**config.mk**
```make
export PLATFORM = sky130hd
export DESIGN_NAME = volcado_memoria_flat
export DESIGN_NICKNAME = d
export VERILOG_FILES = /design/src/rtl/volcado_memoria_if.sv /design/src/rtl/volcado_memoria.sv /design/src/flat_wrapper.sv
export SDC_FILE = /design/constraint.sdc
export NUM_CORES = 1
export LEC_CHECK = 0
export BUFFER_PORTS_ARGS = -buffer_cell sky130_fd_sc_hd__buf_2
export CAP_MARGIN = 20
export CORE_ASPECT_RATIO = 0.75
export CORE_MARGIN = 2
export CORE_UTILIZATION = 35
export CTS_CLUSTER_SIZE = 12
export DETAILED_ROUTE_END_ITERATION = 7
export MAX_ROUTING_LAYER = met4
export PLACE_DENSITY_LB_ADDON = 0.08
export SLEW_MARGIN = 30
export SYNTH_ARGS = -nofsm -noshare
export SYNTH_HDL_FRONTEND = slang
export SYNTH_SLANG_ARGS = --single-unit
```
**constraint.sdc**
```tcl
create_clock -name i_clk -period 2.1 [get_ports i_clk]
set_input_delay 0.21 -clock i_clk [delete_from_list [all_inputs] [get_ports i_clk]]
set_output_delay 0.21 -clock i_clk [all_outputs]
set_load 0.01 [all_outputs]
```
**src/rtl/volcado_memoria_if.sv**
```systemverilog
// Dump-unit bus: start/config, memory port and byte stream.
// slave = dump engine, master = debug top / memory / UART side.
interface volcado_memoria_if #(
    parameter int DATA_WIDTH = 16,
    parameter int ADDR_WIDTH = 10,
    parameter int BYTE_WIDTH = 8
);
    logic                  i_start;
    logic [ADDR_WIDTH-1:0] i_base;
    logic [ADDR_WIDTH:0]   i_count;
    logic [ADDR_WIDTH-1:0] o_addr;
    logic                  o_wea;
    logic [DATA_WIDTH-1:0] i_mem_data;
    logic [BYTE_WIDTH-1:0] o_byte;
    logic                  o_byte_valid;
    logic                  i_byte_ready;
    logic                  o_busy;
    logic                  o_done;

    modport slave (
        input  i_start,
        input  i_base,
        input  i_count,
        output o_addr,
        output o_wea,
        input  i_mem_data,
        output o_byte,
        output o_byte_valid,
        input  i_byte_ready,
        output o_busy,
        output o_done
    );

    modport master (
        output i_start,
        output i_base,
        output i_count,
        input  o_addr,
        input  o_wea,
        output i_mem_data,
        input  o_byte,
        input  o_byte_valid,
        output i_byte_ready,
        input  o_busy,
        input  o_done
    );
endinterface

```
**src/rtl/volcado_memoria.sv**
```systemverilog
// Sequential BIP I data-memory dumper: words out as lo/hi byte stream.
// Optional trailing XOR checksum byte with VOLCADO_CHECKSUM_EN.
module volcado_memoria #(
    parameter int DATA_WIDTH = 16,
    parameter int ADDR_WIDTH = 10,
    parameter int BYTE_WIDTH = 8
) (
    input  logic               i_clk,
    input  logic               i_rst_n,
    volcado_memoria_if.slave   bus
);
    typedef enum logic [2:0] {
        S_IDLE,
        S_READ,
        S_LO,
        S_HI,
        S_DONE
`ifdef VOLCADO_CHECKSUM_EN
        , S_CHK
`endif
    } state_t;

    state_t                state;
    state_t                nxt;
    logic [ADDR_WIDTH-1:0] addr_q;
    logic [ADDR_WIDTH:0]   cnt_q;
    logic [DATA_WIDTH-1:0] word_q;
    logic [BYTE_WIDTH-1:0] byte_d;
    logic                  valid_d;
    logic                  xfer;
    logic                  last;
`ifdef VOLCADO_CHECKSUM_EN
    logic [BYTE_WIDTH-1:0] chk_q;
`endif

    assign xfer = valid_d & bus.i_byte_ready;
    assign last = (cnt_q == (ADDR_WIDTH+1)'(1));

    always_ff @(posedge i_clk or negedge i_rst_n) begin
        if (!i_rst_n) state <= S_IDLE;
        else          state <= nxt;
    end

    always_comb begin
        nxt     = state;
        valid_d = 1'b0;
        byte_d  = '0;
        unique case (state)
            S_IDLE: begin
                if (bus.i_start)
                    nxt = (bus.i_count == '0) ? S_DONE : S_READ;
            end
            S_READ: nxt = S_LO;
            S_LO: begin
                valid_d = 1'b1;
                byte_d  = word_q[BYTE_WIDTH-1:0];
                if (bus.i_byte_ready) nxt = S_HI;
            end
            S_HI: begin
                valid_d = 1'b1;
                byte_d  = word_q[DATA_WIDTH-1:BYTE_WIDTH];
                if (bus.i_byte_ready) begin
`ifdef VOLCADO_CHECKSUM_EN
                    nxt = last ? S_CHK : S_READ;
`else
                    nxt = last ? S_DONE : S_READ;
`endif
                end
            end
`ifdef VOLCADO_CHECKSUM_EN
            S_CHK: begin
                valid_d = 1'b1;
                byte_d  = chk_q;
                if (bus.i_byte_ready) nxt = S_DONE;
            end
`endif
            S_DONE: nxt = S_IDLE;
            default: nxt = S_IDLE;
        endcase
    end

    always_ff @(posedge i_clk or negedge i_rst_n) begin
        if (!i_rst_n) begin
            addr_q <= '0;
            cnt_q  <= '0;
            word_q <= '0;
        end else begin
            if (state == S_IDLE && bus.i_start) begin
                addr_q <= bus.i_base;
                cnt_q  <= bus.i_count;
            end
            if (state == S_READ) word_q <= bus.i_mem_data;
            if (state == S_HI && xfer) begin
                cnt_q  <= cnt_q - (ADDR_WIDTH+1)'(1);
                addr_q <= addr_q + ADDR_WIDTH'(1);
            end
        end
    end

`ifdef VOLCADO_CHECKSUM_EN
    // Running XOR of every data byte accepted in this dump.
    always_ff @(posedge i_clk or negedge i_rst_n) begin
        if (!i_rst_n)
            chk_q <= '0;
        else if (state == S_IDLE && bus.i_start)
            chk_q <= '0;
        else if ((state == S_LO || state == S_HI) && xfer)
            chk_q <= chk_q ^ byte_d;
    end
`endif

    assign bus.o_addr       = addr_q;
    assign bus.o_wea        = 1'b0;
    assign bus.o_byte       = byte_d;
    assign bus.o_byte_valid = valid_d;
    assign bus.o_busy       = (state != S_IDLE);
    assign bus.o_done       = (state == S_DONE);
endmodule

```
**src/flat_wrapper.sv**
```systemverilog
// flat-port wrapper written by rule: the top's interface ports become plain ports
module volcado_memoria_flat 
#(
    parameter int DATA_WIDTH = 16,
    parameter int ADDR_WIDTH = 10,
    parameter int BYTE_WIDTH = 8
)
  (i_clk, i_rst_n, bus_i_start, bus_i_base, bus_i_count, bus_o_addr, bus_o_wea, bus_i_mem_data, bus_o_byte, bus_o_byte_valid, bus_i_byte_ready, bus_o_busy, bus_o_done);
  volcado_memoria_if #(.DATA_WIDTH(DATA_WIDTH), .ADDR_WIDTH(ADDR_WIDTH), .BYTE_WIDTH(BYTE_WIDTH)) bus_i ();
  input  logic i_clk;
  input  logic i_rst_n;
  input wire logic [$bits(bus_i.i_start)-1:0] bus_i_start;
  input wire logic [$bits(bus_i.i_base)-1:0] bus_i_base;
  input wire logic [$bits(bus_i.i_count)-1:0] bus_i_count;
  output wire logic [$bits(bus_i.o_addr)-1:0] bus_o_addr;
  output wire logic [$bits(bus_i.o_wea)-1:0] bus_o_wea;
  input wire logic [$bits(bus_i.i_mem_data)-1:0] bus_i_mem_data;
  output wire logic [$bits(bus_i.o_byte)-1:0] bus_o_byte;
  output wire logic [$bits(bus_i.o_byte_valid)-1:0] bus_o_byte_valid;
  input wire logic [$bits(bus_i.i_byte_ready)-1:0] bus_i_byte_ready;
  output wire logic [$bits(bus_i.o_busy)-1:0] bus_o_busy;
  output wire logic [$bits(bus_i.o_done)-1:0] bus_o_done;
  assign bus_i.i_start = bus_i_start;
  assign bus_i.i_base = bus_i_base;
  assign bus_i.i_count = bus_i_count;
  assign bus_o_addr = bus_i.o_addr;
  assign bus_o_wea = bus_i.o_wea;
  assign bus_i.i_mem_data = bus_i_mem_data;
  assign bus_o_byte = bus_i.o_byte;
  assign bus_o_byte_valid = bus_i.o_byte_valid;
  assign bus_i.i_byte_ready = bus_i_byte_ready;
  assign bus_o_busy = bus_i.o_busy;
  assign bus_o_done = bus_i.o_done;
  volcado_memoria #(.DATA_WIDTH(DATA_WIDTH), .ADDR_WIDTH(ADDR_WIDTH), .BYTE_WIDTH(BYTE_WIDTH)) u_core (.i_clk(i_clk), .i_rst_n(i_rst_n), .bus(bus_i));
endmodule
```
* Word level (Yosys, flattened, before mapping)
Index checks and enable logic that the tools add are counted.
Cells by class: add/subtract/negate cells 2, equal/unequal tests 8, muxes and demuxes 12, bitwise logic cells 1, reductions and logical operators 8
Operators by type and width (number):
- two-way mux 11 bit | 2
- two-way mux 10 bit | 2
- case mux 8 bit (2 select lines) | 1
- two-way mux 3 bit | 5
- case mux 3 bit (4 select lines) | 1
- equality test 11 x 1 -> 1 bit, second input constant | 1
- zero test 11 bit | 1
- subtractor 11 x 1 -> 11 bit, second input constant | 1
- adder 10 x 1 -> 10 bit, second input constant | 1
- equality test 3 x 2 -> 1 bit, second input constant | 2
- != test 2 bit, second input constant | 3
- equality test 3 x 1 -> 1 bit, second input constant | 1
- equality test 3 bit, second input constant | 1
- zero test 3 bit | 1
- AND reduction 3 bit | 1
- nonzero test 3 bit | 1
- logical AND 1 bit | 2
- nonzero test 2 bit | 1
- OR reduction 2 bit | 1
- bitwise AND 1 bit | 1
- two-way mux 1 bit | 1
Word-level totals: register bits 40, output and inout port bits 22

* Logic depth before layout (Yosys ltp)
Gate-level depths: netlist of run 1.
word-level depth 6, depth in mapped cells 6

* Least setup slack after synthesis of run 1
Ideal clock, no wire load.
kind reg-to-reg, start point register u_core.state[0], end point register u_core.cnt_q[7], setup time 0.120 ns, arrival 1.496 ns, data required time 1.980 ns, path slack 0.484 ns, stages on the path, launching flop included 6, period minus slack after synthesis 1.616 ns, path through dfrtp_1 buf_6 or4b_4 buf_6 buf_6 o211a_1
Between the ends: cells in the longest elaborated chain, start to end 6
Ends and longest elaborated chain:
- start, declared | line volcado_memoria.sv:23 | state_t state;
- start signal, assigned | line volcado_memoria.sv:41 | else state <= nxt;
- equality test 3 x 2 -> 1 bit, on equally long branches | line volcado_memoria.sv:48, volcado_memoria.sv:93
- OR reduction 2 bit (no line)
- two-way mux 1 bit | line volcado_memoria.sv:48 | unique case (state)
- bitwise AND 1 bit | line volcado_memoria.sv:36 | assign xfer = valid_d & bus.i_byte_ready;
- logical AND 1 bit | line volcado_memoria.sv:93 | if (state == S_HI && xfer) begin
- two-way mux 11 bit / nonzero test 2 bit (equally long branches)
- end signal, assigned | line volcado_memoria.sv:90 | cnt_q <= bus.i_count;
- end signal, assigned | line volcado_memoria.sv:94 | cnt_q <= cnt_q - (ADDR_WIDTH+1)'(1);
- end, declared | line volcado_memoria.sv:26 | logic [ADDR_WIDTH:0] cnt_q;
Several ways; a longest one is shown, not always the timed one. A chain may end at the register's enable or synchronous reset.

* Worst setup path after layout of run 1
start point register u_core.state[1], end point output port bus_o_byte[5]
Between the ends: cells in the longest elaborated chain, start to end 2
Ends and longest elaborated chain:
- equality test 3 x 2 -> 1 bit | line volcado_memoria.sv:48
- case mux 8 bit (2 select lines) * | line volcado_memoria.sv:48
- end, declared | line flat_wrapper.sv:18 | output wire logic [$bits(bus_i.o_byte)-1:0] bus_o_byte;
Every way passes the cells marked *; elsewhere a longest branch is shown, timed or not.

==> flow_metrics.env, run 1 <==
export IMPL_area_delta_synth_final_pct=20.4
export IMPL_synthArstFlopShare_pct=100
export IMPL_max_slew_worst_pin_slew_ns=0.522
export IMPL_fmax_mhz=539
export IMPL_grt_max_degree=41
export IMPL_ys_types=52
export IMPL_numCtsBuffers=5
export IMPL_reg2regPathDepth=4
export IMPL_slowest_stage="dfrtp_1"
export IMPL_path_class="reg2out"
export IMPL_syn_avg_cell_area_um2=10.6
export IMPL_place_ws_ns=0.375
export IMPL_cts_tree="done"
export IMPL_antenna_found_initial=0
export IMPL_die_h_um=73.2
export IMPL_ys_seq_area_share_pct=44.8
export IMPL_cp_required_ns=1.89
export IMPL_die_w_um=96.3
export IMPL_power_w=0.00373
export IMPL_final_common_cell="buf_2"
export IMPL_port_buffers=61
export IMPL_rsz0062_at_grt="false"
export IMPL_min_to="u_core.word_q[13]"
export IMPL_skew_ns=0.0117
export IMPL_clk_latency_ns=0.30
export IMPL_syn_nets=255
export IMPL_r2r_end="u_core.cnt_q[5]"
export IMPL_drtIter0Drc=89
export IMPL_overflow=0
export IMPL_synthFlopType="dfrtp_1"
export IMPL_wl_mm=5.57
export IMPL_post_route_util_pct=43.2
export IMPL_layout_nets=319
export IMPL_synth_cells=211
export IMPL_start_util_pct=35.9
export IMPL_final_antenna_net_count=0
export IMPL_maxCapViolations=0
export IMPL_dpl_hpwl_mm=3.96
export IMPL_crit_path_end_kind="primary output"
export IMPL_synth_edf_count=0
export IMPL_vias_per_cell=5.12
export IMPL_drc=0
export IMPL_die_area_um2=7050
export IMPL_drive_gt1_share_pct=37.0
export IMPL_slew_violations=0
export IMPL_hold_start="bus_i_mem_data[13]"
export IMPL_start_kind="flop"
export IMPL_maxSlewHeadroom_pct=65.2
export IMPL_synth_seq_cells=40
export IMPL_wl_per_cell_um=15.6
export IMPL_syn_area_um2=2230
export IMPL_firstDrtPassIters=4
export IMPL_cp_slowest_stage_delay_ns=0.62
export IMPL_hold_buffers=1
export IMPL_final_cell_mix="buf_2, dfrtp_1, nor2_1"
export IMPL_core_area_um2=6220
export IMPL_clk_pin_slew_ns=0.08
export IMPL_htreeDepth=2
export IMPL_reg2reg_from="u_core.state[1]"
export IMPL_diodes=0
export IMPL_cts_root_buf="clkbuf_8"
export IMPL_hold_violations=0
export IMPL_crit_chain="nand2b_1, nor2_1, buf_2"
export IMPL_clockBufferDepth=2
export IMPL_nFillCells=622
export IMPL_tns_ns=0
export IMPL_pin_count=63
export IMPL_power_leakage_nw=1.21
export IMPL_outcome="finished clean"
export IMPL_setup_viol_count_final=0
export IMPL_r2r_setup_slack_ns=0.36
export IMPL_first_global_vias=1754
export IMPL_multi_input_area_um2=1120
export IMPL_num_vias=1828
export IMPL_post_route_period_util_pct=88.3
export IMPL_worst_ep_arrival_time_ns=1.64
export IMPL_post_cts_buffers=0
export IMPL_post_cts_resized=0
export IMPL_rows=25
export IMPL_hold_class="in2reg"
export IMPL_grt_total_usage_pct=17.4
export IMPL_min_path_cells=2
export IMPL_worst_slack_ns=0.245
export IMPL_peakVddDrop_mv=0.448
export IMPL_crit_fanout=12
export IMPL_min_period_ns=1.85
export IMPL_seq_area_um2=1000
export IMPL_cts_sinks=40
export IMPL_pwr_density_cell_nw_per_um2=1390
export IMPL_routabilityCongestion=0.768
export IMPL_ys_warn_count=0
export IMPL_grt_pass1_wl_mm=8.94
## power breakdown
part           internal, W  switching (W)
Sequential         0.00114       0.000391
Combinational     0.000829       0.000850
Clock             0.000232       0.000287
## through the flow
stage | cells | cell area (um^2) | hold WS [ns]
finish | 357 | 2690 | 0.122
global route | 357 | 2690 | 0.117
CTS | 357 | 2690 | 0.116
detailed placement | 348 | 2590 | 0.309
global placement | 348 | 2590 | 0.309
floorplan | 211 | 2230 | -0.0856
## worst max-delay path: cells and delay by family, from the launching register on
| family | cells | cell delay, ns |
|---|---|---|
| buf+inv | 1 | 0.15 |
| flops | 1 | 0.62 |
| simple gates | 2 | 0.59 |
## how the worst max path moves through the flow
stage	from	endpoint
after floorplan	u_core.state[0]	u_core.cnt_q[7]
after CTS	u_core.state[1]	bus_o_byte[5]
final	u_core.state[1]	bus_o_byte[5]
after global placement	u_core.state[1]	u_core.bus.o_addr[4]
after global routing	u_core.state[1]	bus_o_byte[0]
after detailed placement	u_core.state[1]	u_core.bus.o_addr[4]
## cell families (layout without fill, tap and decap cells)
family / count (synthesis) / in the layout / synth area share [%]
other: 1 / 1 / 0.168
buffers and inverters: 15 / 80 / 4.98
muxes: 25 / 25 / 12.1
AOI/OAI and AO/OA: 40 / 40 / 13.6
and+or+nand+nor: 87 / 87 / 22.7
DFF: 40 / 40 / 44.8
adders and majority gates: 3 / 3 / 1.68
## synthesized netlist by cell type (2+ instances only)
| library cell | count | area share [%] |
|---|---|---|
| or2_2 | 2 | 0.56 |
| o311ai_1 | 2 | 0.78 |
| and4_1 | 3 | 1.2 |
| a31oi_1 | 2 | 0.56 |
| nor3_1 | 8 | 1.8 |
| inv_1 | 3 | 0.50 |
| nor4_1 | 2 | 0.56 |
| o21ai_0 | 4 | 0.90 |
| o211ai_2 | 2 | 1.1 |
| o21bai_1 | 2 | 0.67 |
| buf_2 | 2 | 0.45 |
| o22ai_1 | 2 | 0.56 |
| dfrtp_1 | 40 | 45 |
| clkbuf_1 | 2 | 0.34 |
| ha_1 | 3 | 1.7 |
| a21oi_1 | 5 | 1.1 |
| mux2_1 | 2 | 1.0 |
| nor2b_1 | 2 | 0.56 |
| nor2_1 | 26 | 4.4 |
| mux2i_1 | 9 | 4.0 |
| nand3_1 | 8 | 1.8 |
| and2_1 | 5 | 1.4 |
| o211ai_1 | 4 | 1.3 |
| mux2_2 | 14 | 7.1 |
| buf_4 | 2 | 0.67 |
| a311oi_1 | 5 | 2.0 |
| buf_6 | 6 | 3.0 |
| nand4_1 | 3 | 0.84 |
| a211oi_1 | 6 | 2.0 |
| or3_1 | 2 | 0.56 |
| nand2_1 | 12 | 2.0 |
## registers in the layout, summed over array words and instances (netlist names)
signal	count
u_core.cnt_q	11
u_core.bus.o_addr	10
u_core.state	3
u_core.word_q	16
## cell type report
type | instances | area share [%]
clock buffers | 5 | 2.56
clock inverters | 3 | 0.697
inverters | 3 | 0.418
multi-input cells | 156 | 41.7
flip-flops and latches | 40 | 37.2
well taps | 81 | 3.77
repair buffers | 69 | 13.7
## routing by layer
metal  part of all wire, %  GRT usage (%)  routed length, um
met4                   1.2           5.24                 65
met1                    53           26.8               2930
met2                    41           22.3               2290
met5                     0              -                  0
met3                   5.1           4.13                282
Note: power is estimated with default switching activity, not from simulation.
==> run 2, diff against run 1 <==
==> constraint.sdc (replaced) <==
create_clock -name i_clk -period 1.8 [get_ports i_clk]
set_input_delay 0.18 -clock i_clk [delete_from_list [all_inputs] [get_ports i_clk]]
set_output_delay 0.18 -clock i_clk [all_outputs]
set_load 0.01 [all_outputs]
==> run 2 against run 1 <==
  * Worst setup slack worse by 0.14 ns
  * Clock skew shrank 0.0035 ns
  * Via count up 2.0%
  * Register-to-register slack got worse by 0.19 ns
  * Sequential power increased by 14%
  * Global-route usage fell by 0.54 points
==> flow_metrics.env, run 2 (synthesis results as in run 1) <==
export IMPL_outcome="finished clean"
export IMPL_post_route_util_pct=44.0
export IMPL_crit_path_end_kind="primary output"
export IMPL_cts_sinks=40
export IMPL_overflow=0
export IMPL_cts_root_buf="clkbuf_8"
export IMPL_top_register="u_core.word_q"
export IMPL_cts_tree="done"
export IMPL_grt_max_degree=41
export IMPL_num_vias=1865
export IMPL_maxSlewHeadroom_pct=65.1
export IMPL_rsz0062_at_grt="false"
export IMPL_r2r_setup_slack_ns=0.17
export IMPL_skew_ns=0.00822
export IMPL_dpl_hpwl_mm=3.97
export IMPL_min_period_ns=1.69
export IMPL_drc=0
export IMPL_start_kind="flop"
export IMPL_tns_ns=0
export IMPL_maxCapViolations=0
export IMPL_post_route_period_util_pct=94.0
export IMPL_slowest_stage="dfrtp_1"
export IMPL_routabilityCongestion=0.835
export IMPL_final_common_cell="buf_2"
export IMPL_hold_violations=0
export IMPL_first_global_vias=1768
export IMPL_hold_class="in2reg"
export IMPL_cp_required_ns=1.62
export IMPL_pwr_density_cell_nw_per_um2=1610
export IMPL_firstDrtPassIters=4
export IMPL_start_util_pct=35.9
export IMPL_core_area_um2=6220
export IMPL_grt_pass1_wl_mm=8.80
export IMPL_layout_nets=323
export IMPL_drtIter0Drc=121
export IMPL_numCtsBuffers=5
export IMPL_crit_fanout=11
export IMPL_grt_total_usage_pct=16.9
export IMPL_antenna_found_initial=0
export IMPL_cp_slowest_stage_delay_ns=0.44
export IMPL_worst_ep_arrival_time_ns=1.51
export IMPL_path_class="reg2out"
export IMPL_pin_count=63
export IMPL_dpl_instance_area_um2=2640
export IMPL_die_area_um2=7050
export IMPL_peakVddDrop_mv=0.574
export IMPL_final_cell_mix="buf_2, dfrtp_1, nor2_1"
export IMPL_setup_viol_count_final=0
export IMPL_post_place_cells=352
export IMPL_crit_chain="buf_4, nand2b_2, nor2_1, buf_2"
export IMPL_critPathTopFamily="simple AND/OR/NAND/NOR gates"
export IMPL_final_area_um2=2740
export IMPL_largest_reg_flops=16
export IMPL_diodes=0
export IMPL_die_h_um=73.2
export IMPL_cp_num_buf_inv=2
export IMPL_wl_mm=5.40
export IMPL_clk_latency_ns=0.29
export IMPL_area_delta_synth_final_pct=22.6
export IMPL_final_antenna_net_count=0
export IMPL_wl_per_cell_um=14.9
export IMPL_die_w_um=96.3
export IMPL_port_buffers=61
export IMPL_fmax_mhz=591
export IMPL_drive_gt1_share_pct=37.9
export IMPL_max_slew_worst_pin_slew_ns=0.523
export IMPL_vias_per_cell=5.17
export IMPL_clockBufferDepth=2
export IMPL_layout_cells_non_filler=361
export IMPL_clk_pin_slew_ns=0.07
export IMPL_rows=25
export IMPL_power_leakage_nw=1.23
export IMPL_slew_violations=0
export IMPL_post_cts_buffers=0
export IMPL_htreeDepth=2
[run 2: cell types whose count changed in the layout (fill, tap and decap cells not counted), sizes merged]
| cell | delta |
|---|---|
| buf | +4 |
| clkinv | -3 |
| clkbuf | +3 |
[run 2: through the flow]
stage / setup slack, ns / hold WS (ns) / power, W
detailed placement: 0.178 / 0.286 / 0.00381
CTS: 0.0292 / 0.0938 / 0.00446
floorplan: 0.184 / -0.116 / 0.00312
global placement: 0.181 / 0.289 / 0.00381
global route: 0.00977 / 0.100 / 0.00478
finish: 0.109 / 0.106 / 0.00441
[run 2: metal layers]
layer  global-route usage (%)  up-vias  share of wire (%)
met4                     4.76        0               0.95
met5                        -        -                  0
met3                     3.72        5                6.0
li1                         -      922                  -
met2                     22.3       57                 41
met1                     25.7      881                 52
[run 2: path summary, 6_finish.rpt]
kind	endpoint	cells past startpoint	start
worst max register to register	u_core.bus.o_addr[4]	4	u_core.state[1]
worst min register to register	u_core.word_q[15]	1	u_core.word_q[15]
worst max-delay path	bus_o_byte[5]	4	u_core.state[2]
max in group asynchronous	u_core.state[0]	3	i_rst_n
min in group asynchronous	u_core.bus.o_addr[5]	3	i_rst_n
worst min-delay path	u_core.word_q[15]	2	bus_i_mem_data[15]
[run 2: power breakdown]
part	total (W)	switching [W]	leakage, nW	internal, W
clock	0.000626	0.000313	0.0455	0.000313
sequential	0.00174	0.000399	0.468	0.00134
combinational	0.00205	0.00102	0.712	0.00102
[run 2: timing repair]
item,in CTS,in global routing
endpoints found under the hold margin,40,0
hold buffers,1,0
setup endpoints to repair,1,7
resized for setup,1,1
cloned,0,0
[run 2: cell type report]
type | count | area, um^2
Inverter | 3 | 11.3
Sequential cell | 40 | 1000
Fill cell | 606 | 3480
Timing Repair Buffer | 73 | 410
Clock buffer | 8 | 90.1
Tap cell | 81 | 101
Multi-Input combinational cell | 156 | 1120
